<file path="src/rtl/sync_rise.sv">
// rtl/sync_rise.sv - three-flop synchronizer with a one-cycle rising-edge strobe
module sync_rise (
    input  logic clk_in,
    input  logic rst,
    input  logic sig_in,
    output logic rise
);

    logic s1_q, s2_q, s3_q;
    logic s1_d, s2_d, s3_d;

    always_comb begin
        s1_d = sig_in;
        s2_d = s1_q;
        s3_d = s2_q;
    end

    // Reset to 1 so an input already high at reset release is not seen as a rise.
    always_ff @(posedge clk_in or posedge rst) begin
        if (rst) begin
            s1_q <= 1'b1;
            s2_q <= 1'b1;
            s3_q <= 1'b1;
        end else begin
            s1_q <= s1_d;
            s2_q <= s2_d;
            s3_q <= s3_d;
        end
    end

    assign rise = s2_q & ~s3_q;

endmodule

</file>
<file path="src/rtl/period_meter.sv">
// rtl/period_meter.sv - measures rising-edge-to-rising-edge period of an async input in clk_in cycles
module period_meter #(
    parameter int MAX_PERIOD = 12_000_000
) (
    input  logic                                clk_in,
    input  logic                                rst,
    input  logic                                sig_in,
    output logic [$clog2(MAX_PERIOD+1)-1:0]     period,
    output logic                                valid,
    output logic                                locked,
    output logic                                timeout
);

    localparam int W = $clog2(MAX_PERIOD + 1);
    localparam logic [W-1:0] CNT_MAX = W'(MAX_PERIOD);
    localparam logic [W-1:0] CNT_ONE = W'(1);

    typedef enum logic {
        IDLE    = 1'b0,
        MEASURE = 1'b1
    } state_t;

    logic rise;

    sync_rise u_sync_rise (
        .clk_in (clk_in),
        .rst    (rst),
        .sig_in (sig_in),
        .rise   (rise)
    );

    state_t         state_q, state_d;
    logic [W-1:0]   cnt_q, cnt_d;
    logic [W-1:0]   period_q, period_d;
    logic           valid_q, valid_d;
    logic           locked_q, locked_d;
    logic           timeout_q, timeout_d;

    always_comb begin
        state_d   = state_q;
        cnt_d     = cnt_q;
        period_d  = period_q;
        valid_d   = 1'b0;
        locked_d  = locked_q;
        timeout_d = timeout_q;
        case (state_q)
            IDLE: begin
                cnt_d = '0;
                // First edge only arms the meter; there is nothing to measure yet.
                if (rise) begin
                    cnt_d   = CNT_ONE;
                    state_d = MEASURE;
                end
            end
            MEASURE: begin
                // A rise coinciding with the limit still counts as a valid period.
                if (rise) begin
                    period_d  = cnt_q;
                    valid_d   = 1'b1;
                    locked_d  = 1'b1;
                    timeout_d = 1'b0;
                    cnt_d     = CNT_ONE;
                end else if (cnt_q == CNT_MAX) begin
                    timeout_d = 1'b1;
                    locked_d  = 1'b0;
                    cnt_d     = '0;
                    state_d   = IDLE;
                end else begin
                    cnt_d = cnt_q + CNT_ONE;
                end
            end
            default: begin
                state_d = IDLE;
                cnt_d   = '0;
            end
        endcase
    end

    always_ff @(posedge clk_in or posedge rst) begin
        if (rst) begin
            state_q   <= IDLE;
            cnt_q     <= '0;
            period_q  <= '0;
            valid_q   <= 1'b0;
            locked_q  <= 1'b0;
            timeout_q <= 1'b0;
        end else begin
            state_q   <= state_d;
            cnt_q     <= cnt_d;
            period_q  <= period_d;
            valid_q   <= valid_d;
            locked_q  <= locked_d;
            timeout_q <= timeout_d;
        end
    end

    assign period  = period_q;
    assign valid   = valid_q;
    assign locked  = locked_q;
    assign timeout = timeout_q;

endmodule

</file>
<file path="config.mk">
export PLATFORM = sky130hd
export DESIGN_NAME = period_meter
export DESIGN_NICKNAME = d
export VERILOG_FILES = /design/src/rtl/sync_rise.sv /design/src/rtl/period_meter.sv
export SDC_FILE = /design/constraint.sdc
export NUM_CORES = 1
export LEC_CHECK = 0
export BUFFER_PORTS_ARGS = -buffer_cell sky130_fd_sc_hd__buf_4
export CORE_MARGIN = 3
export CORE_UTILIZATION = 40
export CTS_CLUSTER_SIZE = 24
export DETAILED_ROUTE_END_ITERATION = 8
export HOLD_SLACK_MARGIN = 0.06
export PLACE_DENSITY = 0.64
export SYNTH_ARGS = -nofsm -noshare
export SYNTH_HDL_FRONTEND = slang
export SYNTH_HIERARCHICAL = 1
export SYNTH_SLANG_ARGS = --single-unit
</file>
<file path="constraint.sdc">
create_clock -name clk_in -period 3.3 [get_ports clk_in]
set_input_delay 0.33 -clock clk_in [delete_from_list [all_inputs] [get_ports clk_in]]
set_output_delay 0.33 -clock clk_in [all_outputs]
set_load 0.01 [all_outputs]
</file>
==> results of run 1 <==
per-stage QoR:
step / worst slack [ns] / area, µm² / cells / total power [µW]
final: 1.14 / 2850 / 322 / 1360
after global routing: 0.839 / 2850 / 322 / 1440
after CTS: 1.10 / 2850 / 322 / 1380
after detailed placement: 1.12 / 2730 / 314 / 922
after global placement: 1.21 / 2730 / 314 / 920
after floorplan: 1.55 / 2480 / 219 / 860
cells in the final DEF, fill, tap and decap left out, types with 2 or more instances in the layout:
master	Yosys	routed
o31ai_1	7	7
clkbuf_8	0	6
buf_4	0	29
nand3_1	8	8
or4_1	6	6
dfrtp_1	52	52
or2_2	2	2
xnor2_1	10	10
nand2_1	15	15
o21ai_0	7	7
ha_1	2	2
and3_2	2	2
nor2_1	17	17
nand4_1	5	5
nor4_1	4	4
or2_1	2	2
inv_1	11	10
nor4b_1	3	3
a21oi_1	7	7
dfstp_2	3	3
and3_1	2	2
nor3_1	7	7
mux2_2	19	19
xor2_1	2	2
worst max-delay path by stage:
stage,to,cells past startpoint
final,cnt_q[12],6
after global routing,cnt_q[7],6
after CTS,cnt_q[12],6
after detailed placement,cnt_q[12],6
after global placement,period[9],3
after floorplan,cnt_q[20],6
kinds of logic (layout without fill, tap and decap cells):
group,after synthesis,in the layout,share of synthesized area [%]
buffers and inverters,20,48,4.04
xor gates and xnor gates,12,12,4.24
muxes,20,20,9.05
DFF,55,55,55.7
adders and majority gates,2,2,1.01
AOI/OAI and AO/OA,28,28,7.28
and+or+nand+nor,82,82,18.6
state kept, by name (all words and copies together) (netlist names):
signal / cells
u_sync_rise/s2_q: 1
state_q: 1
timeout: 1
period: 24
u_sync_rise/s1_q: 1
u_sync_rise/s3_q: 1
valid: 1
cnt_q: 24
locked: 1
worst max-delay path: stages (launching register included):
cell and delay, ns:
dfrtp_1 0.42, inv_1 0.12, ha_1 0.15, nor4b_1 0.22, nand4_1 0.24, o21ai_2 0.73, nor2_1 0.12
per-layer routing:
| layer | up-vias | track usage (%) | share of wire, % |
|---|---|---|---|
| li1 | 827 | - | - |
| met1 | 826 | 19.4 | 46 |
| met2 | 33 | 23.3 | 48 |
| met3 | 8 | 3.53 | 4.2 |
| met4 | 0 | 5.18 | 1.7 |
| met5 | - | 0 | 0 |
final cells by class:
| class | count | area, µm² |
|---|---|---|
| fillers | 578 | 3110 |
| flip-flops and latches | 55 | 1380 |
| multi-input cells | 144 | 996 |
| repair buffers | 29 | 218 |
| well taps | 75 | 93.8 |
| clock buffers | 6 | 82.6 |
| inverters | 11 | 41.3 |
| clock inverters | 2 | 35.0 |
power by group through the flow:
stage | clock, µW | sequential [µW] | combinational [µW]
4_1_cts | 474 | 760 | 149
2_1_floorplan | 0 | 774 | 86.1
5_1_grt | 503 | 767 | 165
3_5_place_dp | 0 | 774 | 148
3_3_place_gp | 0 | 773 | 148
6_report | 456 | 759 | 145
==> metrics.yaml, run 1 <==
status: "finished clean"
drtPass1Iterations: 4
p_leak_uw: 0.00132
slew_headroom_pct: 25.2
grt_pass1_wl_um: 8380
hold_viol: 0
fmax_ghz: 0.464
grt_pass1_vias: 1718
clockBufferDepth: 2
cts-buffers-inserted: 5
cts_tree: "done"
vias: 1694
p_int_uw: 1030
p_sw_share_pct: 24.1
initial_utilization_pct: 41.6
drv_cap: 0
final_util_pct: 47.8
cp-end-kind: "register"
grt_antenna_before_repair: 0
startpoint_type: "register"
worstMarginPinSlew_ns: 1.12
period_share_pct: 65.4
routedWlPerCell_um: 14.5
critPathKind: "register to register"
synth_top_cell_area_share_pct: 52.6
synth-edff-count: 0
cp-startpoint: "cnt_q[0]"
min_path_type: "input port to asynchronous set/reset pin"
syn_inst: 219
h-tree-depth: 2
clock_latency_ns: 0.31
synth.most_common_cell: "dfrtp_1"
fp.coreArea_mm2: 0.00596
viasPerCell: 5.26
fin_crit_ns: 2.16
drtIter0Drc: 113
synth_seq_area_share_pct: 55.7
power_frac_clock_pct: 33.5
synth_nets: 224
die_y_um: 84.7
power_switching_uw: 328
rsz0062_at_grt: "false"
timing.hold.ws_ns: 0.0776
die_x_um: 84.7
synth_top_cell_by_area: "dfrtp_1"
postCtsHoldBufs: 0
syn_area_mm2: 0.00248
final.setup.tns_ns: 0
gr-total-overflow: 0
max-vdd-ir-drop_v: 0.000207
drc: 0
hpwl_um: 3260
postCtsSetupBuffers: 0
worst-r2r-setup-slack_ns: 1.14
synth_flop_cell: "dfrtp_1"
power_frac_comb_pct: 10.6
async_reset_ff_share_pct: 100
ff2ff_path_depth: 6
cp_max_fo: 19
setup_viol: 0
required_ns: 3.46
yosysWarnings: 6
drt-total-wl_um: 4660
syn_avg_cell_area_um2: 11.3
synth_area_leaders: "dfrtp_1, mux2_2, xnor2_1"
r2r-start: "cnt_q[0]"
finalMaxSlewViolations: 0
seq_power_share_pct: 55.8
cts_resized: 0
ys_ff_latch: 55
cts_num_sinks: 55
layout.nets: 251
die_area_mm2: 0.00717
grt_usage_pct: 14.6
clk_pin_slew_worst_paths_ns: 0.09
p_per_area_mw_per_mm2: 478
ys_types: 44
drive_gt1_share_pct: 28.7
synth_common_cells: "dfrtp_1, mux2_2, nor2_1"
r2r-end: "cnt_q[12]"
io_pins: 30
gp_congestion: 0.808
grt_max_degree: 53
clock-skew-final_ns: 0.00656
area_growth_pct: 15.0
diodes: 0
portBuffers: 29
cp_data_arrival_time_ns: 2.32
cts-root-buf: "clkbuf_8"
rows: 28
ant_nets: 0
Power figures use the tool's default switching activity.
==> run 2, diff against run 1 <==
==> constraint.sdc (replaced) <==
create_clock -name clk_in -period 2.3 [get_ports clk_in]
set_input_delay 0.23 -clock clk_in [delete_from_list [all_inputs] [get_ports clk_in]]
set_output_delay 0.23 -clock clk_in [all_outputs]
set_load 0.01 [all_outputs]
==> run 2 against run 1 <==
Against the previous run: critical endpoint is now cnt_q[17]; die area unchanged; largest power group unchanged; critical path depth increased by 1; sequential power increased by 44%; utilization increased by 1.1 points; worst hold slack improved by 0.28 ns; fmax increased by 14%; power increased by 45%; cell count increased by 1.9%; flip-flop and latch count unchanged.
==> metrics.yaml, run 2 (synthesis gave the netlist of run 1 again) <==
status: "finished clean"
hold_depth: 0
timing.hold.ws_ns: 0.360  # +0.282 ns
drt-total-wl_um: 4800  # +3.0%
gp_congestion: 0.814  # +0.64%
clock-skew-final_ns: 0.00762  # +0.00107 ns
path_buf_inv: 2  # +1
crit_chain: "inv_1 -> ha_1 -> nor4b_1 -> nand4_1 -> o21ai_2 -> buf_4 -> a21oi_1"
io_pins: 30  # unchanged
vias: 1727  # +1.9%
worstMarginPinSlew_ns: 0.586  # -0.533 ns
critPathKind: "register to register"
die_x_um: 84.7  # unchanged
max-vdd-ir-drop_v: 0.000316  # +53%
hpwl_um: 3530  # +8.2%
power_switching_uw: 478  # +46%
grt_pass1_vias: 1798  # +4.7%
final_util_pct: 48.8  # +1.1 points
startpoint_type: "register"
top_usage_layer: "met2"
clk_pin_slew_worst_paths_ns: 0.09  # about the same
cp_max_fo: 8  # -11
ff2ff_path_depth: 7  # +1
power_frac_clock_pct: 33.3  # -0.2 points
drtPass1Iterations: 4  # unchanged
p_sw_share_pct: 24.3  # +0.18 points
fp.coreArea_mm2: 0.00596  # unchanged
cp-end-kind: "register"
cts_tree: "done"
p_per_area_mw_per_mm2: 676  # +42%
period_share_pct: 82.6  # +17 points
setup_viol: 0  # unchanged
power_frac_comb_pct: 11.2  # +0.6 points
diodes: 0  # unchanged
grt_max_degree: 28  # -47%
die_area_mm2: 0.00717  # unchanged
hold_viol: 0  # unchanged
drive_gt1_share_pct: 29.6  # +0.90 points
grtUsageMet2_pct: 24.3  # +1.0 points
seq_power_share_pct: 55.5  # -0.3 points
p_int_uw: 1490  # +44%
min_path_type: "register to register"
slew_headroom_pct: 60.9  # +36 points
n_fill_cell: 562  # -2.8%
required_ns: 2.49  # -0.97 ns
pre_cts_ws_ns: 0.393  # -0.725 ns
most-common-layout-cells: "dfrtp_1, buf_4, mux2_2"
worst_path_largest_cell_delay_ns: 0.42  # -0.31 ns
drtIter0Drc: 105  # -7.1%
ant_nets: 0  # unchanged
rsz0062_at_grt: "false"
finalMaxSlewViolations: 0  # unchanged
fmax_ghz: 0.526  # +14%
cts-root-buf: "clkbuf_8"
grt_use_met3_pct: 3.14  # -0.39 points
final.setup.worst_slack_ns: 0.400  # -0.742 ns
routedWlPerCell_um: 14.6  # +1.1%
slowest_stage: "dfrtp_1"
die_y_um: 84.7  # unchanged
cts_num_sinks: 55  # unchanged
drc: 0  # unchanged
p_leak_uw: 0.00135  # +2.5%
use_met1_pct: 20.1  # +0.68 points
crit_family: "simple AND/OR/NAND/NOR gates"
rows: 28  # unchanged
area_growth_pct: 17.5
fin_crit_ns: 1.90  # -0.258 ns
grt_usage_pct: 15.1  # +0.53 points
viasPerCell: 5.27  # about the same
final.setup.tns_ns: 0  # unchanged
layout.nets: 257  # +2.4%
grt_pass1_wl_um: 8730  # +4.2%
clockBufferDepth: 2  # unchanged
initial_utilization_pct: 41.6  # unchanged
grt_antenna_before_repair: 0  # unchanged
layout_commonest_cell: "dfrtp_1"
gr-total-overflow: 0  # unchanged
portBuffers: 29  # unchanged
clock_latency_ns: 0.31  # about the same
drv_cap: 0  # unchanged
cp_data_arrival_time_ns: 2.09  # -0.23 ns
worst-path-stages: 7  # +1
cts-buffers-inserted: 5  # unchanged
h-tree-depth: 2  # unchanged
-- run 2: cell count changes in the layout (fill, tap and decap cells not counted) --
cell,change
buf_12,+1
buf_4,+3
dlygate4sd3_1,+2
-- run 2: power by group through the flow --
stage	sequential (µW)	clock (µW)	combinational, µW
3_5_place_dp	1110	0	225
4_1_cts	1090	680	229
6_report	1090	655	221
2_1_floorplan	1110	0	123
3_3_place_gp	1110	0	223
5_1_grt	1100	725	250
-- run 2: layout make-up --
class,count,area (µm²),share of cell area [%]
tap,75,93.8,3.23
multi-input combinational,144,996,34.2
clock buffer,6,82.6,2.84
inverter,11,41.3,1.42
timing repair buffer,35,280,9.63
clock inverter,2,35.0,1.20
sequential,55,1380,47.4
-- run 2: through the flow --
stage | cells | cell area [µm²] | power [µW]
final | 328 | 2910 | 1970
after global placement | 318 | 2770 | 1330
after CTS | 328 | 2910 | 2000
after detailed placement | 318 | 2770 | 1340
after global routing | 328 | 2910 | 2070
after floorplan | 219 | 2480 | 1230
-- run 2: per-layer routing --
metal  vias to the layer above  share of wire, %
li1                        847                 -
met1                       832                46
met2                        41                48
met3                         7               4.1
met4                         0               1.8
met5                         -                 0
-- run 2: path summary, 6_finish.rpt --
path                                   from  slack (ns)                to
max                                cnt_q[0]        0.40         cnt_q[17]
min in group asynchronous               rst        0.53  u_sync_rise/s3_q
max in group asynchronous               rst        1.22        period[15]
max reg2reg                        cnt_q[0]        0.40         cnt_q[17]
min                        u_sync_rise/s1_q        0.36  u_sync_rise/s2_q
min reg2reg                u_sync_rise/s1_q        0.36  u_sync_rise/s2_q
-- run 2: repair_timing --
item                                   in CTS  in global routing
endpoints found under the hold margin      30                  0
hold buffers                                2                  0
setup buffers                               0                  0
gates resized for setup                     0                  0
-- run 2: worst reg2reg max path, stage by stage, from the launching register on --
cell and delay (ns):
dfrtp_1 0.42, inv_1 0.13, ha_1 0.15, nor4b_1 0.21
nand4_1 0.23, o21ai_2 0.37, buf_4 0.23, a21oi_1 0.05
